[src/rtl/ac_motor_gate_drive.sv]
// ac_motor_gate_drive
// Turns the one-hot switching-vector selection (U_0/U_1/U_2/U_7) plus the
// active sector into six inverter gate drives. Every off-to-on transition on a
// leg is preceded by exactly DEAD_TIME cycles with both gates of that leg off.
//
// Parameters:
//   DEAD_TIME  both-off interval in CLK cycles (1 .. 2^DT_WIDTH-1)
//   DT_WIDTH   dead-time counter width
// Ports:
//   CLK, RST_N            clock, asynchronous active-low reset
//   ENABLE                bridge enable; low forces every leg off
//   SECTOR[2:0]           active sector, legal 1..6
//   U_0, U_1, U_2, U_7    vector selection, one-hot or all-zero
//   GATE_xH / GATE_xL     high/low-side gate drives for legs A, B, C
//   BUSY                  some leg is in dead time
//   ERROR                 sticky illegal-input flag
//   FAULT_N               (only with AC_MOTOR_GATE_FAULT_EN) active-low
//                         desaturation/overcurrent fault, latched until reset
// Build option: define AC_MOTOR_GATE_FAULT_EN to add the FAULT_N input.

module ac_motor_gate_drive #(
  parameter int unsigned DEAD_TIME = 100,
  parameter int unsigned DT_WIDTH  = 8
) (
  input  logic       CLK,
  input  logic       RST_N,
  input  logic       ENABLE,
  input  logic [2:0] SECTOR,
  input  logic       U_0,
  input  logic       U_1,
  input  logic       U_2,
  input  logic       U_7,
`ifdef AC_MOTOR_GATE_FAULT_EN
  input  logic       FAULT_N,
`endif
  output logic       GATE_AH,
  output logic       GATE_AL,
  output logic       GATE_BH,
  output logic       GATE_BL,
  output logic       GATE_CH,
  output logic       GATE_CL,
  output logic       BUSY,
  output logic       ERROR
);

  localparam int unsigned NUM_LEGS = 3;
  localparam logic [DT_WIDTH-1:0] DT_LAST = DT_WIDTH'(DEAD_TIME - 1);

  typedef enum logic [1:0] {
    LEG_OFF  = 2'd0,
    LEG_DEAD = 2'd1,
    LEG_HIGH = 2'd2,
    LEG_LOW  = 2'd3
  } leg_state_t;

  // Space-vector table as {A,B,C}; out-of-range sectors give V0.
  function automatic logic [2:0] vec_of(input logic [2:0] sec);
    case (sec)
      3'd1:    vec_of = 3'b100;
      3'd2:    vec_of = 3'b110;
      3'd3:    vec_of = 3'b010;
      3'd4:    vec_of = 3'b011;
      3'd5:    vec_of = 3'b001;
      3'd6:    vec_of = 3'b101;
      default: vec_of = 3'b000;
    endcase
  endfunction

  logic [2:0] target_q;
  logic       err_q;
  logic [2:0] u_cnt;
  logic       illegal_c;
  logic       fault_c;
  logic       force_off_c;
  logic [2:0] sector_next_c;
  logic [2:0] leg_tgt_c;

  leg_state_t          state_q [NUM_LEGS];
  leg_state_t          state_d [NUM_LEGS];
  logic [DT_WIDTH-1:0] cnt_q   [NUM_LEGS];
  logic [DT_WIDTH-1:0] cnt_d   [NUM_LEGS];
  logic [NUM_LEGS-1:0] dest_q;
  logic [NUM_LEGS-1:0] dest_d;
  logic [NUM_LEGS-1:0] gate_h_q;
  logic [NUM_LEGS-1:0] gate_l_q;
  logic [NUM_LEGS-1:0] gate_h_d;
  logic [NUM_LEGS-1:0] gate_l_d;
  logic                busy_d;

  // Illegal selection: multiple U high, or a sector-relative vector with no sector.
  assign u_cnt     = 3'(U_0) + 3'(U_1) + 3'(U_2) + 3'(U_7);
  assign illegal_c = (u_cnt > 3'd1) ||
                     ((U_1 || U_2) && ((SECTOR == 3'd0) || (SECTOR == 3'd7)));
  assign sector_next_c = (SECTOR == 3'd6) ? 3'd1 : (SECTOR + 3'd1);

`ifdef AC_MOTOR_GATE_FAULT_EN
  logic fault_s1_q;
  logic fault_s2_q;
  logic fault_lat_q;

  // Two-flop synchronizer followed by a latch cleared only by reset.
  always_ff @(posedge CLK or negedge RST_N) begin
    if (!RST_N) begin
      fault_s1_q  <= 1'b1;
      fault_s2_q  <= 1'b1;
      fault_lat_q <= 1'b0;
    end else begin
      fault_s1_q <= FAULT_N;
      fault_s2_q <= fault_s1_q;
      if (!fault_s2_q) fault_lat_q <= 1'b1;
    end
  end

  // The synchronized edge acts immediately so the legs drop on the latching edge.
  assign fault_c = fault_lat_q || !fault_s2_q;
`else
  assign fault_c = 1'b0;
`endif

  // An illegal sample drops the legs on the same edge that raises ERROR.
  assign force_off_c = !ENABLE || err_q || illegal_c || fault_c;

  // Leg index 0/1/2 maps to A/B/C, i.e. target bits 2/1/0.
  assign leg_tgt_c = {target_q[0], target_q[1], target_q[2]};

  // Target vector and sticky error flag.
  always_ff @(posedge CLK or negedge RST_N) begin
    if (!RST_N) begin
      target_q <= 3'b000;
      err_q    <= 1'b0;
    end else begin
      err_q <= fault_c || (ENABLE && (err_q || illegal_c));
      if (!err_q && !illegal_c && !fault_c) begin
        if (U_0)      target_q <= 3'b000;
        else if (U_7) target_q <= 3'b111;
        else if (U_1) target_q <= vec_of(SECTOR);
        else if (U_2) target_q <= vec_of(sector_next_c);
      end
    end
  end

  // Leg state, dead-time counters and registered outputs.
  always_ff @(posedge CLK or negedge RST_N) begin
    if (!RST_N) begin
      for (int i = 0; i < NUM_LEGS; i++) begin
        state_q[i] <= LEG_OFF;
        cnt_q[i]   <= '0;
      end
      dest_q   <= '0;
      gate_h_q <= '0;
      gate_l_q <= '0;
      BUSY     <= 1'b0;
    end else begin
      for (int i = 0; i < NUM_LEGS; i++) begin
        state_q[i] <= state_d[i];
        cnt_q[i]   <= cnt_d[i];
      end
      dest_q   <= dest_d;
      gate_h_q <= gate_h_d;
      gate_l_q <= gate_l_d;
      BUSY     <= busy_d;
    end
  end

  // Per-leg next state; dest holds the side the leg will turn on after dead time.
  always_comb begin
    for (int i = 0; i < NUM_LEGS; i++) begin
      state_d[i] = state_q[i];
      cnt_d[i]   = cnt_q[i];
    end
    dest_d = dest_q;
    for (int i = 0; i < NUM_LEGS; i++) begin
      if (force_off_c) begin
        state_d[i] = LEG_OFF;
        cnt_d[i]   = '0;
      end else begin
        case (state_q[i])
          LEG_OFF: begin
            state_d[i] = LEG_DEAD;
            cnt_d[i]   = '0;
            dest_d[i]  = leg_tgt_c[i];
          end
          LEG_DEAD: begin
            if (leg_tgt_c[i] != dest_q[i]) begin
              // Reversal inside dead time: start the full interval again.
              dest_d[i] = leg_tgt_c[i];
              cnt_d[i]  = '0;
            end else if (cnt_q[i] == DT_LAST) begin
              state_d[i] = dest_q[i] ? LEG_HIGH : LEG_LOW;
              cnt_d[i]   = '0;
            end else begin
              cnt_d[i] = cnt_q[i] + DT_WIDTH'(1);
            end
          end
          LEG_HIGH: begin
            if (!leg_tgt_c[i]) begin
              state_d[i] = LEG_DEAD;
              cnt_d[i]   = '0;
              dest_d[i]  = 1'b0;
            end
          end
          LEG_LOW: begin
            if (leg_tgt_c[i]) begin
              state_d[i] = LEG_DEAD;
              cnt_d[i]   = '0;
              dest_d[i]  = 1'b1;
            end
          end
          default: begin
            state_d[i] = LEG_OFF;
            cnt_d[i]   = '0;
          end
        endcase
      end
    end
  end

  // Outputs decoded from next state only, so they register with the state.
  always_comb begin
    gate_h_d = '0;
    gate_l_d = '0;
    busy_d   = 1'b0;
    for (int i = 0; i < NUM_LEGS; i++) begin
      gate_h_d[i] = (state_d[i] == LEG_HIGH);
      gate_l_d[i] = (state_d[i] == LEG_LOW);
      if (state_d[i] == LEG_DEAD) busy_d = 1'b1;
    end
  end

  assign GATE_AH = gate_h_q[0];
  assign GATE_AL = gate_l_q[0];
  assign GATE_BH = gate_h_q[1];
  assign GATE_BL = gate_l_q[1];
  assign GATE_CH = gate_h_q[2];
  assign GATE_CL = gate_l_q[2];
  assign ERROR   = err_q;

endmodule
[config.mk]
export PLATFORM = sky130hd
export DESIGN_NAME = ac_motor_gate_drive
export DESIGN_NICKNAME = d
export VERILOG_FILES = /design/src/rtl/ac_motor_gate_drive.sv
export SDC_FILE = /design/constraint.sdc
export NUM_CORES = 1
export LEC_CHECK = 0
export BUFFER_PORTS_ARGS = -buffer_cell sky130_fd_sc_hd__buf_2
export CAP_MARGIN = 20
export CORE_MARGIN = 3
export CORE_UTILIZATION = 34
export CTS_BUF_LIST = sky130_fd_sc_hd__clkbuf_4
export DETAILED_ROUTE_END_ITERATION = 7
export SLEW_MARGIN = 20
export SYNTH_ARGS = -nofsm -noshare
export SYNTH_HDL_FRONTEND = slang
export SYNTH_SLANG_ARGS = --single-unit
export TNS_END_PERCENT = 100
[constraint.sdc]
create_clock -name CLK -period 5.48 [get_ports CLK]
set_input_delay 0.822 -clock CLK [delete_from_list [all_inputs] [get_ports CLK]]
set_output_delay 0.822 -clock CLK [all_outputs]
set_load 0.02 [all_outputs]
==> results.json <==
{
  "path_class": "input port to flop",
  "clk_pin_slew_ps": 150,
  "fmax_mhz": 362,
  "worstMarginPinSlew_ps": 868,
  "drc_errors": 0,
  "wire_per_inst_um": 13.5,
  "grt_overflow": 0,
  "core_area_um2": 7330,
  "skew_ps": 21.1,
  "yosysWarnings": 0,
  "relSlewSlack": 0.414,
  "drive_above_1_share": 0.130,
  "slowest_stage": "or4_1",
  "max_stage_delay_ps": 630,
  "synth-seq-cells": 44,
  "post_cts_buffers": 0,
  "vias": 2071,
  "power_uw": 684,
  "drv_cap": 0,
  "critPathLaunchType": "input port",
  "hold_viol_final": 0,
  "clkSinkCount": 44,
  "crit_buf_inv": 2,
  "synth_nets": 299,
  "ctsResizeCount": 0,
  "place_ws_ps": 2340,
  "clk_path_buf_depth": 2,
  "crit_chain": "buf_2, inv_1, fa_1, nand2b_1, and3_1, nand2_2, or4_1, o311ai_1",
  "ys_seq_area_frac": 0.424,
  "synth_area_leaders": "dfrtp_1, a21oi_1, o21ai_0",
  "hpwl_um": 3740,
  "grt_usage": 0.133,
  "grt_pass1_vias": 2007,
  "nets": 308,
  "multi_input_area_um2": 1380,
  "synth_cells": 282,
  "fin_tns_setup_ps": 0,
  "vdd_drop_max_mv": 0.0991,
  "status": "completed",
  "drt-total-wl_um": 5300,
  "cts_max_level": 2,
  "grt_pass1_wl_um": 9530,
  "cts_hold_buf": 0,
  "die_height_um": 93.4,
  "arrival_ps": 3020,
  "r2r_start": "cnt_q[16]",
  "post-route-period-util": 0.504,
  "avgSynthCellArea_um2": 9.21,
  "area_growth_pct": 8.33,
  "most-common-layout-cells": "dfrtp_1, nor2_1, a21oi_1",
  "die_area_um2": 8720,
  "yosysTopAreaCellShare": 0.424,
  "rows": 31,
  "die_w_um": 93.4,
  "register_area_um2": 1100,
  "setup_viol": 0,
  "syn_area_um2": 2600,
  "power_density_nw_per_um2": 243,
  "cts_root_buffer": "clkbuf_4",
  "cts_made_buffers": 5,
  "r2r_slack_ps": 3320,
  "path_delay_family": "simple AND/OR/NAND/NOR gates",
  "place_congestion": 0.840,
  "grt_max_degree": 45,
  "path_max_fanout": 24,
  "dr.pass1.iters": 6,
  "final_common_cell": "dfrtp_1",
  "end_kind": "flop",
  "dp.cells": 383,
  "insertion_delay_ps": 360,
  "p_leak_uw": 0.00121,
  "synth_top_area_cell": "dfrtp_1",
  "num-fill-cells": 747,
  "r2r-end": "cnt_q[22]",
  "ys.flop_type": "dfrtp_1",
  "synth_edf_count": 0,
  "yosysUniqueCellTypes": 54,
  "vias_per_cell": 5.30,
  "hp-class": "input port to asynchronous set/reset pin",
  "stdcell_count": 391,
  "rr_worst_depth": 6,
  "antenna_found_initial": 0,
  "timing.final.max_slew_violations": 0,
  "crit_required_ps": 5740,
  "ant_nets": 0,
  "rsz0062_at_grt": "false",
  "timing.final.ws_setup_ps": 2720,
  "drt_iter0_markers": 70,
  "antenna_cells": 0,
  "portBuffers": 17,
  "min_period_ps": 2760,
  "cts_tree": "yes",
  "start_util": 0.354,
  "pin_count": 18,
  "async_flop_share": 1.00
}
-- synthesized netlist by cell type (6+ instances only) --
| cell | count |
|---|---|
| a21oi_1 | 23 |
| dfrtp_1 | 44 |
| a22o_1 | 8 |
| xnor2_1 | 8 |
| nand2_1 | 15 |
| clkbuf_1 | 8 |
| o21ai_0 | 22 |
| nor2_1 | 24 |
| nor3_1 | 14 |
| nand3b_1 | 7 |
| inv_1 | 10 |
| and3_1 | 10 |
| ha_1 | 6 |
| nand3_1 | 11 |
-- sequential cells by signal, summed over array words and instances, names as in the netlist --
| name | count |
|---|---|
| cnt_q | 24 |
| BUSY | 1 |
| state_q | 6 |
| gate_l_q | 3 |
| dest_q | 3 |
| gate_h_q | 3 |
| ERROR | 1 |
| target_q | 3 |
-- routing by layer --
layer  up-vias  track usage  wire, um
li1       1044            -         -
met1       996        0.179      2650
met2        29        0.222      2460
met3         2       0.0217       140
met4         0       0.0379        44
met5         -            0         0
-- worst max path at each step --
stage | start | endpoint | slack, ps | depth (start not counted)
after CTS | U_1 | cnt_q[22] | 2740 | 8
final | U_1 | cnt_q[22] | 2720 | 8
after global placement | U_1 | cnt_q[22] | 2410 | 8
after global routing | U_1 | cnt_q[22] | 2560 | 8
after floorplan | U_1 | cnt_q[22] | 2570 | 9
after detailed placement | U_1 | cnt_q[22] | 2340 | 8
-- stage by stage --
stage / hold slack [ps] / utilization / instance area (um^2)
finish: 435 / 0.384 / 2810
global route: 476 / 0.384 / 2810
CTS: 546 / 0.384 / 2810
detailed placement: 508 / 0.373 / 2730
global placement: 507 / 0.373 / 2730
floorplan: 484 / - / 2600
-- cells by family after synthesis --
| kind of cell | Yosys count | synth area share |
|---|---|---|
| AND/OR/NAND/NOR | 112 | 0.249 |
| AO/OA/AOI/OAI | 80 | 0.198 |
| flip-flops | 44 | 0.424 |
| buffers and inverters | 25 | 0.0434 |
| XOR/XNOR | 11 | 0.0371 |
| adder cells (fa/ha/maj) | 7 | 0.0366 |
| multiplexers | 3 | 0.0120 |
-- where the power goes --
group	switching [uW]	internal, uW	total, uW	leakage [uW]
combinational	56.0	45.7	102	0.000560
clock	108	95.2	203	0.0000412
sequential	36.8	342	379	0.000604
-- area by class of cell --
type | instances | share of cell area
clock inverter | 3 | 0.0151
sequential | 44 | 0.391
tap | 99 | 0.0440
multi-input combinational | 213 | 0.492
timing repair buffer | 17 | 0.0311
inverter | 10 | 0.0133
clock buffer | 5 | 0.0133
Note: power is estimated with default switching activity, not from simulation.
